--- src/rtl/jtpang_fmq_pkg.sv ---
// Shared types and constants for the OPLL write queue.
// Optional statistics build: define JTPANG_FMQ_STATS_EN.
package jtpang_fmq_pkg;

  typedef enum logic [2:0] {
    ST_IDLE,
    ST_AWR,
    ST_AWT,
    ST_DWR,
    ST_DWT
  } fmq_state_t;

  localparam int ADDR_WAIT_DEF = 12;
  localparam int DATA_WAIT_DEF = 84;
  localparam int WCNT_W        = 7;

  typedef struct packed {
    logic [7:0] addr;
    logic [7:0] data;
  } fmq_pair_t;

endpackage

--- src/rtl/jtpang_fmq_fifo.sv ---
// DEPTH x 16 pair FIFO with wrap-bit pointers, registered read and sticky overflow.
// JTPANG_FMQ_STATS_EN adds a saturating drop counter and a high-water mark.
module jtpang_fmq_fifo
  import jtpang_fmq_pkg::*;
#(
  parameter  int DEPTH = 16,
  localparam int AW    = $clog2(DEPTH)
) (
  input  logic        clk,
  input  logic        rst_n,
  input  logic        push,
  input  logic [15:0] push_data,
  input  logic        pop,
  output logic [15:0] pop_data,
  output logic        full,
  output logic        empty,
  output logic        overflow
`ifdef JTPANG_FMQ_STATS_EN
  ,
  output logic [7:0]  drop_cnt,
  output logic [AW:0] max_fill
`endif
);

  fmq_pair_t   mem [DEPTH];
  logic [AW:0] wptr;
  logic [AW:0] rptr;
  logic        do_push;
  logic        do_pop;

  assign full    = (wptr[AW] != rptr[AW]) && (wptr[AW-1:0] == rptr[AW-1:0]);
  assign empty   = (wptr == rptr);
  assign do_push = push && !full;
  assign do_pop  = pop && !empty;

  always_ff @(posedge clk or negedge rst_n) begin
    if (!rst_n) begin
      wptr     <= '0;
      rptr     <= '0;
      overflow <= 1'b0;
    end else begin
      if (do_push) wptr <= wptr + 1'b1;
      if (do_pop)  rptr <= rptr + 1'b1;
      if (push && full) overflow <= 1'b1;
    end
  end

  // Storage carries no reset so it maps onto block RAM; the read register is the hold.
  always_ff @(posedge clk) begin
    if (do_push) mem[wptr[AW-1:0]] <= fmq_pair_t'(push_data);
    if (do_pop)  pop_data          <= mem[rptr[AW-1:0]];
  end

`ifdef JTPANG_FMQ_STATS_EN
  logic [AW:0] level;
  assign level = wptr - rptr;

  always_ff @(posedge clk or negedge rst_n) begin
    if (!rst_n) begin
      drop_cnt <= '0;
      max_fill <= '0;
    end else begin
      if (push && full && (drop_cnt != 8'hFF)) drop_cnt <= drop_cnt + 8'd1;
      if (level > max_fill) max_fill <= level;
    end
  end
`endif

endmodule

--- src/rtl/jtpang_fmq.sv ---
// OPLL write-side bus initiator: queued (addr,data) pairs become timed strobes.
// Optional statistics ports appear when JTPANG_FMQ_STATS_EN is defined.
module jtpang_fmq
  import jtpang_fmq_pkg::*;
#(
  parameter  int DEPTH     = 16,
  parameter  int ADDR_WAIT = ADDR_WAIT_DEF,
  parameter  int DATA_WAIT = DATA_WAIT_DEF,
  localparam int AW        = $clog2(DEPTH)
) (
  input  logic        clk,
  input  logic        rst_n,
  input  logic        fm_cen,
  input  logic        wr,
  input  logic [7:0]  wr_addr,
  input  logic [7:0]  wr_data,
  output logic        full,
  output logic        empty,
  output logic        busy,
  output logic        overflow,
  output logic [7:0]  fm_dout,
  output logic        fm_a0,
  output logic        fm_cs,
  output logic        fm_wr_n
`ifdef JTPANG_FMQ_STATS_EN
  ,
  output logic [7:0]  drop_cnt,
  output logic [AW:0] max_fill
`endif
);

  localparam logic [WCNT_W-1:0] ADDR_LAST = (WCNT_W)'(ADDR_WAIT - 1);
  localparam logic [WCNT_W-1:0] DATA_LAST = (WCNT_W)'(DATA_WAIT - 1);

  fmq_state_t        state;
  logic [WCNT_W-1:0] wcnt;
  logic              pop;
  logic [15:0]       pop_data;
  fmq_pair_t         hold;

  assign pop  = (state == ST_IDLE) && !empty;
  assign hold = fmq_pair_t'(pop_data);
  assign busy = (state != ST_IDLE);

  jtpang_fmq_fifo #(.DEPTH(DEPTH)) u_fifo (
    .clk       (clk),
    .rst_n     (rst_n),
    .push      (wr),
    .push_data ({wr_addr, wr_data}),
    .pop       (pop),
    .pop_data  (pop_data),
    .full      (full),
    .empty     (empty),
    .overflow  (overflow)
`ifdef JTPANG_FMQ_STATS_EN
    ,
    .drop_cnt  (drop_cnt),
    .max_fill  (max_fill)
`endif
  );

  // A strobe only ends on a cen tick seen while fm_cs was already high, so the
  // FM core always samples the strobe asserted.
  always_ff @(posedge clk or negedge rst_n) begin
    if (!rst_n) begin
      state   <= ST_IDLE;
      wcnt    <= '0;
      fm_cs   <= 1'b0;
      fm_wr_n <= 1'b1;
      fm_a0   <= 1'b0;
      fm_dout <= '0;
    end else begin
      case (state)
        ST_IDLE: begin
          if (!empty) state <= ST_AWR;
        end
        ST_AWR: begin
          if (fm_cs && fm_cen) begin
            fm_cs   <= 1'b0;
            fm_wr_n <= 1'b1;
            wcnt    <= '0;
            state   <= ST_AWT;
          end else begin
            fm_cs   <= 1'b1;
            fm_wr_n <= 1'b0;
            fm_a0   <= 1'b0;
            fm_dout <= hold.addr;
          end
        end
        ST_AWT: begin
          if (fm_cen) begin
            if (wcnt == ADDR_LAST) begin
              wcnt  <= '0;
              state <= ST_DWR;
            end else begin
              wcnt <= wcnt + 1'b1;
            end
          end
        end
        ST_DWR: begin
          if (fm_cs && fm_cen) begin
            fm_cs   <= 1'b0;
            fm_wr_n <= 1'b1;
            wcnt    <= '0;
            state   <= ST_DWT;
          end else begin
            fm_cs   <= 1'b1;
            fm_wr_n <= 1'b0;
            fm_a0   <= 1'b1;
            fm_dout <= hold.data;
          end
        end
        ST_DWT: begin
          if (fm_cen) begin
            if (wcnt == DATA_LAST) begin
              wcnt  <= '0;
              state <= ST_IDLE;
            end else begin
              wcnt <= wcnt + 1'b1;
            end
          end
        end
        default: state <= ST_IDLE;
      endcase
    end
  end

endmodule
--- config.mk ---
export PLATFORM = sky130hd
export DESIGN_NAME = jtpang_fmq
export DESIGN_NICKNAME = d
export VERILOG_FILES = /design/src/rtl/jtpang_fmq_pkg.sv /design/src/rtl/jtpang_fmq_fifo.sv /design/src/rtl/jtpang_fmq.sv
export SDC_FILE = /design/constraint.sdc
export NUM_CORES = 1
export LEC_CHECK = 0
export ABC_AREA = 1
export CORE_AREA = 2 2 181 183
export DETAILED_ROUTE_END_ITERATION = 10
export DIE_AREA = 0 0 183 185
export PLACE_DENSITY_LB_ADDON = 0.1
export SLEW_MARGIN = 0
export SYNTH_ARGS = -nofsm -noshare
export SYNTH_HDL_FRONTEND = slang
export SYNTH_SLANG_ARGS = --single-unit
--- constraint.sdc ---
create_clock -name clk -period 4.05 [get_ports clk]
set_clock_uncertainty 0.05 [all_clocks]
set_input_delay 0.81 -clock clk [delete_from_list [all_inputs] [get_ports clk]]
set_output_delay 0.81 -clock clk [all_outputs]
set_load 0.005 [all_outputs]
==> impl_metrics.ini <==
[outcome]
status = completed

[synthesis]
synth_compound_area_frac = 0.102
ys_seq_area_frac = 0.715
syn-num-nets = 1083
synth_cell_types = 32
syn-instance-count = 1057
synth_xor_area_frac = 0.00628
synth_edf_count = 272
ys.flop_type = edfxtp_1
yosysWarnings = 0
synth-seq-cells = 304
muxShareOfSynthArea = 0
async_flop_share = 0.105
netlist_area_um2 = 12600
avgSynthCellArea_um2 = 11.9
synth_top_family_by_area = simple AND/OR/NAND/NOR gates
synth_fa_ha_area_frac = 0.00598
yosys.area_share.simple = 0.128

[setup_path]
reg2reg_to = u_fifo.mem[5][8]$_DFFE_PP_
start_kind = flip-flop
r2r_cells = 8
arrival_ns = 2.66
r2r_setup_slack_ns = 1.10
startpoint = u_fifo.rptr[1]$_DFFE_PN0P_
worstSetupEndpointType = output port
crit_type = flip-flop to output port
worstPathRequired_ns = 3.19
path_max_fanout = 33
reg2reg_from = u_fifo.rptr[1]$_DFFE_PN0P_

[timing]
worst_pin_slew_ns = 1.01
post-route-period-util = 0.869
maxSlewHeadroom = 0.325
period_minus_slack_ns = 3.52
rsz0062_at_grt = false
fin_ws_ns = 0.529
setup_viol = 0
hold_viol_final = 0
setup_tns_ns = 0
drv_slew = 0
max_freq_mhz = 284

[clock_network]
cts.sinks = 304
cts_tree = built
cts-root-buf = clkbuf_16
cts_inserted_buffers = 34
h-tree-depth = 2
cts_hold_buf = 0
clk_pin_slew_worst_paths_ns = 0.06
clock_path_buffers = 3
clk-insertion-delay-late_ns = 0.51
cts_setup_buffers = 0
post_cts_resize_count = 0

[floorplan]
num_rows = 66
die_area_um2 = 33900
pin_count = 35
die_h_um = 185
die_w_um = 183
start_util = 0.392
core_um2 = 32000

[route]
viasPerCell = 5.19
drc = 0
first_iter_violations = 695
ant_nets = 0
dr.pass1.iters = 5
wirelength_mm = 30.4
wl_per_cell_um = 19.9
routed-via-count = 7939

[power_and_ir_drop]
power.share.clock = 0.301
p_leak_uw = 0.00513
internal-power_uw = 6840
p_sw_uw = 3630
sw_frac_of_total = 0.347
p_per_area_nw_per_um2 = 720
combPwrFrac = 0.293
vdd_drop_max_mv = 0.348
power.share.sequential = 0.406

[place]
portBuffers = 34
pre_cts_ws_ns = 1.08
hpwl_mm = 18.2
place.gp.congestion = 0.803
postPlaceCellArea_um2 = 13400

[worst_hold_path]
hp-class = flip-flop to flip-flop
hold_path_end = u_fifo.overflow$_DFFE_PN0P_
hold_start = u_fifo.overflow$_DFFE_PN0P_
holdPathStages = 1

[flow_run]
max_cap_violations = 0

[cells_and_area]
final_area_um2 = 14500
regArea_um2 = 8970
multi_input_area_um2 = 3130
fill_cells = 2958
drive_above_1_share = 0.101
area_delta_synth_final_pct = 15.8
nets = 1121
antennaDiodeCount = 0

[global_routing]
grt_overflow = 0
grt_max_degree = 99
grt_pass1_wl_mm = 46.3
antenna_found_initial = 0
grt_usage = 0.181
grt_pass1_vias = 7890
[final cells by class]
class | count | share of cell area
well taps | 408 | 0.0351
multi-input cells | 638 | 0.215
repair buffers | 61 | 0.0391
clock buffers | 45 | 0.0664
flip-flops and latches | 304 | 0.617
inverters | 56 | 0.0145
clock inverters | 17 | 0.0127
[state kept, by name, summed over array words and instances, names as in the netlist]
| signal | cells |
|---|---|
| fm_a0 | 1 |
| fm_cs | 1 |
| fm_dout | 8 |
| fm_wr_n | 1 |
| state | 3 |
| u_fifo.mem | 256 |
| u_fifo.overflow | 1 |
| u_fifo.pop_data | 16 |
| u_fifo.rptr | 5 |
| u_fifo.wptr | 5 |
| wcnt | 7 |
[cells in the final DEF, fill, tap and decap left out, types with 5 or more instances in the layout]
cell type	Yosys	final
edfxtp_1	272	272
nor2_1	175	174
nand2_1	156	156
o21ai_0	150	150
inv_1	46	46
clkbuf_16	0	37
nand3_1	34	34
clkdlybuf4s50_1	0	34
o211ai_1	33	33
o22ai_1	32	32
dfrtp_1	31	29
buf_4	7	25
nor3_2	0	15
clkinv_1	3	11
a31oi_1	8	8
clkbuf_1	22	7
inv_2	7	6
nand4_1	6	6
ha_1	6	6
xnor2_1	5	5
[through the flow]
stage / instances / hold slack, ns / power (uW) / util
5_1_grt: 1529 / 0.428 / 11100 / 0.454
3_5_place_dp: 1467 / 0.393 / 7440 / 0.418
3_3_place_gp: 1467 / 0.412 / 7410 / 0.418
6_report: 1529 / 0.404 / 10500 / 0.454
2_1_floorplan: 1057 / 0.401 / 6370 / -
4_1_cts: 1529 / 0.406 / 10600 / 0.454
[how the worst max path moves through the flow]
stage	end	slack (ns)	cells after the start
3_5_place_dp	full	1.08	7
5_1_grt	full	0.35	7
2_1_floorplan	u_fifo.mem[12][0]$_DFFE_PP_	1.42	9
3_3_place_gp	full	1.09	7
4_1_cts	full	0.53	7
6_report	full	0.53	7
[worst max-delay path: stages (launching register included)]
cell             delay [ns]
dfrtp_2                0.63
inv_2                  0.37
nand2_1                0.15
nand2_1                0.07
nor2_2                 0.19
nand3_2                0.15
inv_1                  0.09
clkdlybuf4s50_1        0.50
[power groups by stage]
| stage | Clock [uW] | Combinational, uW | Sequential [uW] |
|---|---|---|---|
| 2_1_floorplan | 0 | 2210 | 4160 |
| 3_3_place_gp | 0 | 3100 | 4310 |
| 3_5_place_dp | 0 | 3120 | 4320 |
| 4_1_cts | 3220 | 3130 | 4250 |
| 5_1_grt | 3340 | 3470 | 4300 |
| 6_report | 3150 | 3070 | 4250 |
[synthesized netlist by cell type, types with 3 or more instances]
| cell | number | area share |
|---|---|---|
| buf_6 | 7 | 0.0063 |
| xnor2_1 | 5 | 0.0035 |
| buf_2 | 19 | 0.0076 |
| dfrtp_1 | 31 | 0.062 |
| clkinv_1 | 3 | 0.00090 |
| nor2_2 | 3 | 0.0015 |
| nand2_1 | 156 | 0.047 |
| o21ai_0 | 150 | 0.060 |
| nand3_1 | 34 | 0.014 |
| edfxtp_1 | 272 | 0.65 |
| buf_1 | 3 | 0.00090 |
| inv_2 | 7 | 0.0021 |
| nor2_1 | 175 | 0.052 |
| nor3_1 | 15 | 0.0060 |
| buf_4 | 7 | 0.0042 |
| o211ai_1 | 33 | 0.020 |
| xor2_1 | 4 | 0.0028 |
| o22ai_1 | 32 | 0.016 |
| o21ai_2 | 3 | 0.0021 |
| a31oi_1 | 8 | 0.0040 |
| nand2_2 | 3 | 0.0015 |
| inv_1 | 46 | 0.014 |
| clkbuf_1 | 22 | 0.0066 |
| nand4_1 | 6 | 0.0030 |
| ha_1 | 6 | 0.0060 |
[kinds of logic (layout without fill, tap and decap cells)]
logic type,Yosys count,in the layout
buf+inv,115,179
flops,304,304
xor+xnor,9,9
fa+ha+maj,6,6
simple gates,396,396
compound gates,227,227
[routing by layer]
layer / vias to the layer above / global-route usage / wire, um
met5: - / 0 / 0
met4: 0 / 0.0438 / 490
met3: 35 / 0.0262 / 1230
met2: 145 / 0.300 / 14300
met1: 3936 / 0.252 / 14300
li1: 3823 / - / -
(Power assumes the default switching activity.)
